$ cat src/rtl/instr_fetch_unit.sv
// Instruction fetch stage: owns the PC, issues reads to a memory with a
// one-cycle registered read latency, and buffers the returning words in a
// two-entry FIFO presented to the decoder over a valid/ready handshake.
module instr_fetch_unit #(
  parameter int                    ADDR_WIDTH = 3,
  parameter int                    DATA_WIDTH = 10,
  parameter logic [ADDR_WIDTH-1:0] RESET_PC   = {ADDR_WIDTH{1'b0}}
) (
  input  logic                  clk,
  input  logic                  rst,
  output logic                  imem_rd_en,
  output logic [ADDR_WIDTH-1:0] imem_addr,
  input  logic [DATA_WIDTH-1:0] imem_data,
  input  logic                  redirect_valid,
  input  logic [ADDR_WIDTH-1:0] redirect_pc,
  input  logic                  halt,
  output logic                  instr_valid,
  output logic [DATA_WIDTH-1:0] instr_data,
  output logic [ADDR_WIDTH-1:0] instr_pc,
  input  logic                  instr_ready
);

  typedef enum logic [1:0] {
    ST_BOOT   = 2'd0,
    ST_RUN    = 2'd1,
    ST_HALTED = 2'd2
  } state_e;

  localparam logic [ADDR_WIDTH-1:0] PC_ONE = {{(ADDR_WIDTH-1){1'b0}}, 1'b1};

  state_e                  state_r, state_nxt_s;
  logic [ADDR_WIDTH-1:0]   pc_r;
  logic                    inflight_r;
  logic [ADDR_WIDTH-1:0]   inflight_pc_r;

  // FIFO storage: head entry drives the decoder outputs directly.
  logic [ADDR_WIDTH-1:0]   head_pc_r, tail_pc_r;
  logic [DATA_WIDTH-1:0]   head_data_r, tail_data_r;
  logic [1:0]              count_r;

  logic [ADDR_WIDTH-1:0]   head_pc_nxt_s, tail_pc_nxt_s;
  logic [DATA_WIDTH-1:0]   head_data_nxt_s, tail_data_nxt_s;
  logic [1:0]              count_nxt_s;

  logic                    pop_s;
  logic                    cap_s;
  logic                    issue_s;
  logic [2:0]              occ_s;

  assign instr_valid = (count_r != 2'd0);
  assign instr_data  = head_data_r;
  assign instr_pc    = head_pc_r;
  assign imem_addr   = pc_r;
  assign imem_rd_en  = issue_s;

  // Handshake, capture and issue decision; issue only when the returning
  // word is guaranteed a free slot after this cycle's pop.
  always_comb begin
    pop_s   = instr_valid & instr_ready;
    cap_s   = inflight_r & ~redirect_valid;
    occ_s   = {1'b0, count_r} + {2'b00, inflight_r} - {2'b00, pop_s};
    issue_s = (state_r == ST_RUN) & ~redirect_valid & (occ_s < 3'd2);
  end

  // Next-state logic for the BOOT/RUN/HALTED controller.
  always_comb begin
    state_nxt_s = state_r;
    case (state_r)
      ST_BOOT: begin
        state_nxt_s = ST_RUN;
      end
      ST_RUN: begin
        if (halt) begin
          state_nxt_s = ST_HALTED;
        end else begin
          state_nxt_s = ST_RUN;
        end
      end
      ST_HALTED: begin
        if (halt) begin
          state_nxt_s = ST_HALTED;
        end else begin
          state_nxt_s = ST_RUN;
        end
      end
      default: begin
        state_nxt_s = ST_BOOT;
      end
    endcase
  end

  // FIFO next contents: a redirect flushes; otherwise capture and pop are
  // both honoured, shifting the tail into the head on a pop.
  always_comb begin
    head_pc_nxt_s   = head_pc_r;
    head_data_nxt_s = head_data_r;
    tail_pc_nxt_s   = tail_pc_r;
    tail_data_nxt_s = tail_data_r;
    count_nxt_s     = count_r;
    if (redirect_valid) begin
      count_nxt_s = 2'd0;
    end else begin
      case ({cap_s, pop_s})
        2'b01: begin
          head_pc_nxt_s   = tail_pc_r;
          head_data_nxt_s = tail_data_r;
          count_nxt_s     = count_r - 2'd1;
        end
        2'b10: begin
          if (count_r == 2'd0) begin
            head_pc_nxt_s   = inflight_pc_r;
            head_data_nxt_s = imem_data;
          end else begin
            tail_pc_nxt_s   = inflight_pc_r;
            tail_data_nxt_s = imem_data;
          end
          count_nxt_s = count_r + 2'd1;
        end
        2'b11: begin
          if (count_r == 2'd1) begin
            head_pc_nxt_s   = inflight_pc_r;
            head_data_nxt_s = imem_data;
          end else begin
            head_pc_nxt_s   = tail_pc_r;
            head_data_nxt_s = tail_data_r;
            tail_pc_nxt_s   = inflight_pc_r;
            tail_data_nxt_s = imem_data;
          end
        end
        default: begin
          count_nxt_s = count_r;
        end
      endcase
    end
  end

  // Controller state register.
  always_ff @(posedge clk) begin
    if (rst) begin
      state_r <= ST_BOOT;
    end else begin
      state_r <= state_nxt_s;
    end
  end

  // PC and in-flight tracking; a redirect never coincides with an issue,
  // so the in-flight flag clears and the returning word is dropped.
  always_ff @(posedge clk) begin
    if (rst) begin
      pc_r          <= RESET_PC;
      inflight_r    <= 1'b0;
      inflight_pc_r <= {ADDR_WIDTH{1'b0}};
    end else begin
      if (redirect_valid) begin
        pc_r <= redirect_pc;
      end else if (issue_s) begin
        pc_r <= pc_r + PC_ONE;
      end
      inflight_r <= issue_s;
      if (issue_s) begin
        inflight_pc_r <= pc_r;
      end
    end
  end

  // FIFO storage registers.
  always_ff @(posedge clk) begin
    if (rst) begin
      head_pc_r   <= {ADDR_WIDTH{1'b0}};
      head_data_r <= {DATA_WIDTH{1'b0}};
      tail_pc_r   <= {ADDR_WIDTH{1'b0}};
      tail_data_r <= {DATA_WIDTH{1'b0}};
      count_r     <= 2'd0;
    end else begin
      head_pc_r   <= head_pc_nxt_s;
      head_data_r <= head_data_nxt_s;
      tail_pc_r   <= tail_pc_nxt_s;
      tail_data_r <= tail_data_nxt_s;
      count_r     <= count_nxt_s;
    end
  end

endmodule

$ cat config.mk
export PLATFORM = sky130hd
export DESIGN_NAME = instr_fetch_unit
export DESIGN_NICKNAME = d
export VERILOG_FILES = /design/src/rtl/instr_fetch_unit.sv
export SDC_FILE = /design/constraint.sdc
export NUM_CORES = 1
export LEC_CHECK = 0
export ABC_AREA = 1
export CORE_MARGIN = 4
export CORE_UTILIZATION = 55
export CTS_CLUSTER_SIZE = 24
export DETAILED_ROUTE_END_ITERATION = 8
export PLACE_DENSITY = 0.87
export SYNTH_ARGS = -nofsm -noshare
export SYNTH_HDL_FRONTEND = slang
export SYNTH_SLANG_ARGS = --single-unit
$ cat constraint.sdc
create_clock -name clk -period 5.3 [get_ports clk]
set_clock_uncertainty 0.1 [all_clocks]
set_input_delay 0.53 -clock clk [delete_from_list [all_inputs] [get_ports clk]]
set_output_delay 0.53 -clock clk [all_outputs]
set_load 0.02 [all_outputs]
# Yosys cells after proc, flatten, opt, wreduce, memory -nomap -nowiden
# Index checks and enable logic that the tools add are counted.
[word_totals] elab_cells=57 reg_bits=37 input_bits=18 out_inout_bits=18
[classes] n_eq_ne=9 add_sub_neg=5 order_cmp=1 n_mux=17 bitwise=5 reduce_logical=11
[ops] cell="$mux 10" n=4
[ops] cell="$pmux 10 s3" n=1
[ops] cell="$pmux 10 s2" n=1
[ops] cell="$mux 3" n=6
[ops] cell="$pmux 3 s3" n=1
[ops] cell="$pmux 2 s2" n=2
[ops] cell="$reduce_bool 2->1" n=4
[ops] cell="$eq 2x1->1 const B" n=3
[ops] cell="$eq 2x2->1 const B" n=3
[ops] cell="$ne 2x2->1 const B" n=3
[ops] cell="$pmux 3 s2" n=1
[ops] cell="$and 1x1->1" n=4
[ops] cell="$logic_not 2->1" n=2
[ops] cell="$reduce_and 4->1" n=1
[ops] cell="$reduce_or 2->1" n=2
[ops] cell="$add 2x1->3" n=1
[ops] cell="$add 3x1->3 const B" n=1
[ops] cell="$lt 3x2->1 const B" n=1
[ops] cell="$reduce_and 3->1" n=1
[ops] cell="$reduce_bool 3->1" n=1
[ops] cell="$sub 3x1->3" n=1
[ops] cell="$add 2x1->2 const B" n=1
[ops] cell="$mux 2" n=1
[ops] cell="$sub 2x1->2 const B" n=1
[ops] cell="$not 1->1" n=1

# Depth between registers and ports, before layout
[depth] ltp_word=7 mapped_depth=15 depth_no_buf=15

# Worst setup path after synthesis
# OpenSTA, ideal clock, no wires.
[synth_path] path_type="register to output" start="reg count_r[1]" end="out imem_rd_en" setup_slack_ps=2273 arrival_ps=2397 n_path_buf=0 stages_incl_launch_ff=13 required_time_ps=4670 path_cell_list="dfxtp_1 inv_1 ha_1 inv_2 nand2_2 inv_1 ha_1 or2_2 fa_1 nand2_1 nor2_1 nand2_2 inv_1"
[synth_between] elab_chain_len=5 word_cells_on_any_way=6 classes_between="2 x add/sub; 1 x order compare; 2 x bitwise; 1 x reduce/logical"
[synth_lines] element="start, declared" line_no="39" text="logic [1:0] count_r;"
[synth_lines] element="start signal, assigned" line_no="179" text="count_r <= count_nxt_s;"
[synth_lines] element="$reduce_bool 2->1" line_no="50" text="assign instr_valid = (count_r != 2'd0);"
[synth_lines] element="via instr_valid" line_no="17" text="output logic instr_valid,"
[synth_lines] element="$and 1x1->1" line_no="59" text="pop_s = instr_valid & instr_ready;"
[synth_lines] element="$sub 3x1->3" line_no="61" text="occ_s = {1'b0, count_r} + {2'b00, inflight_r} - {2'b00, pop_s};"
[synth_lines] element="$lt 3x2->1" line_no="62" text="issue_s = (state_r == ST_RUN) & ~redirect_valid & (occ_s < 3'd2);"
[synth_lines] element="$and 1x1->1" line_no="62"
[synth_lines] element="end, declared" line_no="11" text="output logic imem_rd_en,"
# The timed path passes the listed nets, and every way through them passes these cells.

# Final worst setup path
[layout_path] start="reg count_r[1]" end="out imem_rd_en"
[layout_between] elab_chain_len=5 word_cells_on_any_way=6 classes_between="2 x add/sub; 1 x order compare; 2 x bitwise; 1 x reduce/logical"
[layout_lines] element="parallel branches: the longest is 2 deep, another holds $add 2x1->3"
[layout_lines] element="$sub 3x1->3 *" line_no="61"
[layout_lines] element="$lt 3x2->1 *" line_no="62"
[layout_lines] element="$and 1x1->1 *" line_no="62"
# Every way passes the cells marked *.

==> impl_results.md <==
- Outcome: finished clean
- Crit-path leading delay family: buffers and inverters
- CP max stage cell: clkdlybuf4s50_1
- Clk Latency, worst-skew pair: around 0.34 ns
- Hold_buf cts: 0
- Maximum vdd drop: 0.143 mV
- Fmax: 248 MHz
- Main combinational cell family by area after synthesis: simple AND/OR/NAND/NOR gates
- Maximum number of pins on one net before global-route repair: 30
- # fillers: roughly 260
- Total global routing overflow: 0
- # Post-CTS Setup Buffers: 0
- Post-Synth XOR/XNOR Area: 0.957%
- Critical path's most frequent cell: inv_1
- Synth-to-layout area growth: 21.8%
- Critical path class: reg2out
- Mapped Avg Cell Area: ~7.3 um^2
- Global-route wire length before repair: about 6500 um
- ANT nets after route: 0
- Hold Crit Class: reg2reg
- Post-synth EDFFs: 0
- H-tree Lvls: 2
- Worst setup EP type: output pin
- Worst slew pin tran: approximately 0.56 ns
- Total core area: approximately 3100 um^2
- Post-synth top area share: around two fifths
- # DRC: 0
- Initial DRC Count: 144
- Worst-path maximum fanout: 9
- Simple-gate share of the synthesized area: between 30% and 40%
- Area after DPL: about 2100 um^2
- Vias per inst: about 5
- Mapped cell area: 1830 um^2
- CTS clk-pin slew, worst paths: 0.11 ns
- Slew Limit Fails: 0
- Wirelength per Cell: around 11 um
- GPL Wtd Cong: slightly above 0.8
- RSZ-0062 raised after global routing: false
- Synth area leaders: dfxtp_1 40%, nor2_1 12%, nand2_1 9.8%, o21ai_0 6.3%, ha_1 6.2%
- Die Wd: approximately 66 um
- Starting density of the core: between 50% and 60%
- Clock sink total: 37
- FF/Latch Area: around 740 um^2
- Rel. slew slack: a little over three fifths
- Buffer and inverter count on the worst path: 5
- CTS Buf Count: 5
- DPL Wire Length: ~2700 um
- Setup TNS: 0 ns
- Minimum clock period: 4.03 ns
- Period utilization: approximately three quarters
- Die area: roughly 4300 um^2
- Synth warnings: 0
- Synth top cells by count: 58 x nor2_1, 48 x nand2_1, 37 x dfxtp_1
- Final hold vios: 0
- Mux share of post-synthesis cell area: 0%
- Top_reg_cell synth: dfxtp_1
- Vias in the first global route: around 1500
- Vias: between 1500 and 2000
- Share of layout cells above drive strength 1: 8.13%
- Synthesized Nets: 280
- Critical Path AT: roughly 3.4 ns
- Critical path required time: about 4.7 ns
- Crit path cell chain: inv_1 > ha_1 > inv_2 > nand2_2 > inv_1 > ha_1 > or2_2 > fa_1 > nand2_1 > nor2_1 > nand2_2 > inv_1 > clkdlybuf4s50_1
- Port Buffers: 35
- Final setup fails: 0
- Yosys reg bits: 37
- Core Rows: 20
- DR pass1 iterations: 4
- Post-synthesis adder-cell area fraction: under 10%
- Seq/Total Area, Yosys: approximately 40%
- Crit start category: flip-flop
- Power Density: 268 nW/um^2
- Post-synthesis async set-or-reset flop share: 0%
- Multi-input gate area: ~920 um^2
- Ports: 36
- Final #Nets: slightly above 300
- Die Ht: around 66 um
- Distinct cells, synth: 27
- Cells after synthesis: 252
- Max stage delay on crit path: between 0.6 and 0.7 ns
- Fin Hold WS: 0.395 ns
- Synth Area in Compound Gates: around 12%
- Root Buffer: clkbuf_4
- Post-route cell area: approximately 2200 um^2
- CTS resizes: 0
- Bufs on Longest Clock Path: 2
- Leakage: ~0.97 nW
- TritonCTS clock tree: done
- Total Routed Length: between 3000 and 4000 um
- Count leader, synth: nor2_1
- Initial antenna violation count: 0
- Max-cap violations: 0
- Cell taking the most area after synthesis: dfxtp_1
- Ant diodes: 0
- Total Routing Usage GR: about a fifth
## cell type report
cell class / instances / share of cell area, %
flip-flops and latches: 37 / 33.2
clock buffers: 6 / 2.30
inverters: 19 / 3.20
repair buffers: 35 / 15.7
multi-input cells: 184 / 41.4
well taps: 44 / 2.47
clock inverters: 2 / 1.68
## power breakdown
group          internal (mW)  switching (mW)
clock                  0.112          0.0938
combinational         0.0423          0.0507
sequential             0.291         0.00843
total                  0.445           0.153
## final timing paths
check / slack, ns / end / depth (start not counted) / start
max: 1.27 / imem_rd_en / 13 / count_r[1]$_SDFFE_PP0P_
min: 0.39 / tail_pc_r[1]$_SDFFE_PP0P_ / 2 / tail_pc_r[1]$_SDFFE_PP0P_
max reg2reg: 2.50 / imem_addr[2]$_SDFFE_PP0P_ / 14 / count_r[1]$_SDFFE_PP0P_
min reg2reg: 0.39 / tail_pc_r[1]$_SDFFE_PP0P_ / 2 / tail_pc_r[1]$_SDFFE_PP0P_
## routing by layer
metal	GRT usage (%)	share of wire, %	wire length [um]	vias up
met3	6.84	7.4	273	10
li1	-	-	-	858
met4	6.74	1.6	59	0
met2	31.9	46	1690	55
met5	0	0	0	-
met1	23.8	45	1680	719
## cell usage in the layout, fill, tap and decap left out, drive strengths merged
cell	Yosys	routed
bufinv	0	1
nor2	61	61
clkinvlp	0	1
clkdlybuf4s50	0	35
o21a	1	1
o21ai	31	31
clkbuf	3	6
a21oi	8	8
dfxtp	37	37
ha	9	9
xor2	1	1
nand2	52	52
nor3	1	1
or2	1	1
fa	1	1
nand3	17	17
inv	19	19
xnor2	1	1
## cell families after synthesis
group / after synthesis
AOI/OAI and AO/OA: 40
xor gates and xnor gates: 2
adders and majority gates: 10
buffers and inverters: 31
DFF: 37
and+or+nand+nor: 132
## flip-flops by register name, indices dropped and copies added, names as in the netlist
name / count
tail_data_r: 10
inflight_pc_r: 3
inflight_r: 1
count_r: 2
state_r: 2
tail_pc_r: 3
imem_addr: 3
instr_pc: 3
instr_data: 10
## stage by stage
stage / power (mW) / instances / setup slack [ns] / util [%]
after detailed placement: 0.398 / 319 / 1.45 / 68.4
after global routing: 0.628 / 327 / 1.09 / 71.3
after floorplan: 0.363 / 252 / 2.27 / -
final: 0.598 / 327 / 1.27 / 71.3
after CTS: 0.603 / 327 / 1.25 / 71.3
after global placement: 0.396 / 319 / 1.49 / 68.4
## tightest hold or removal path: stages, from the launching register on
cell,delay (ns)
dfxtp_1,0.33
nor2_1,0.09
nor2_1,0.05
Power figures use the tool's default switching activity.
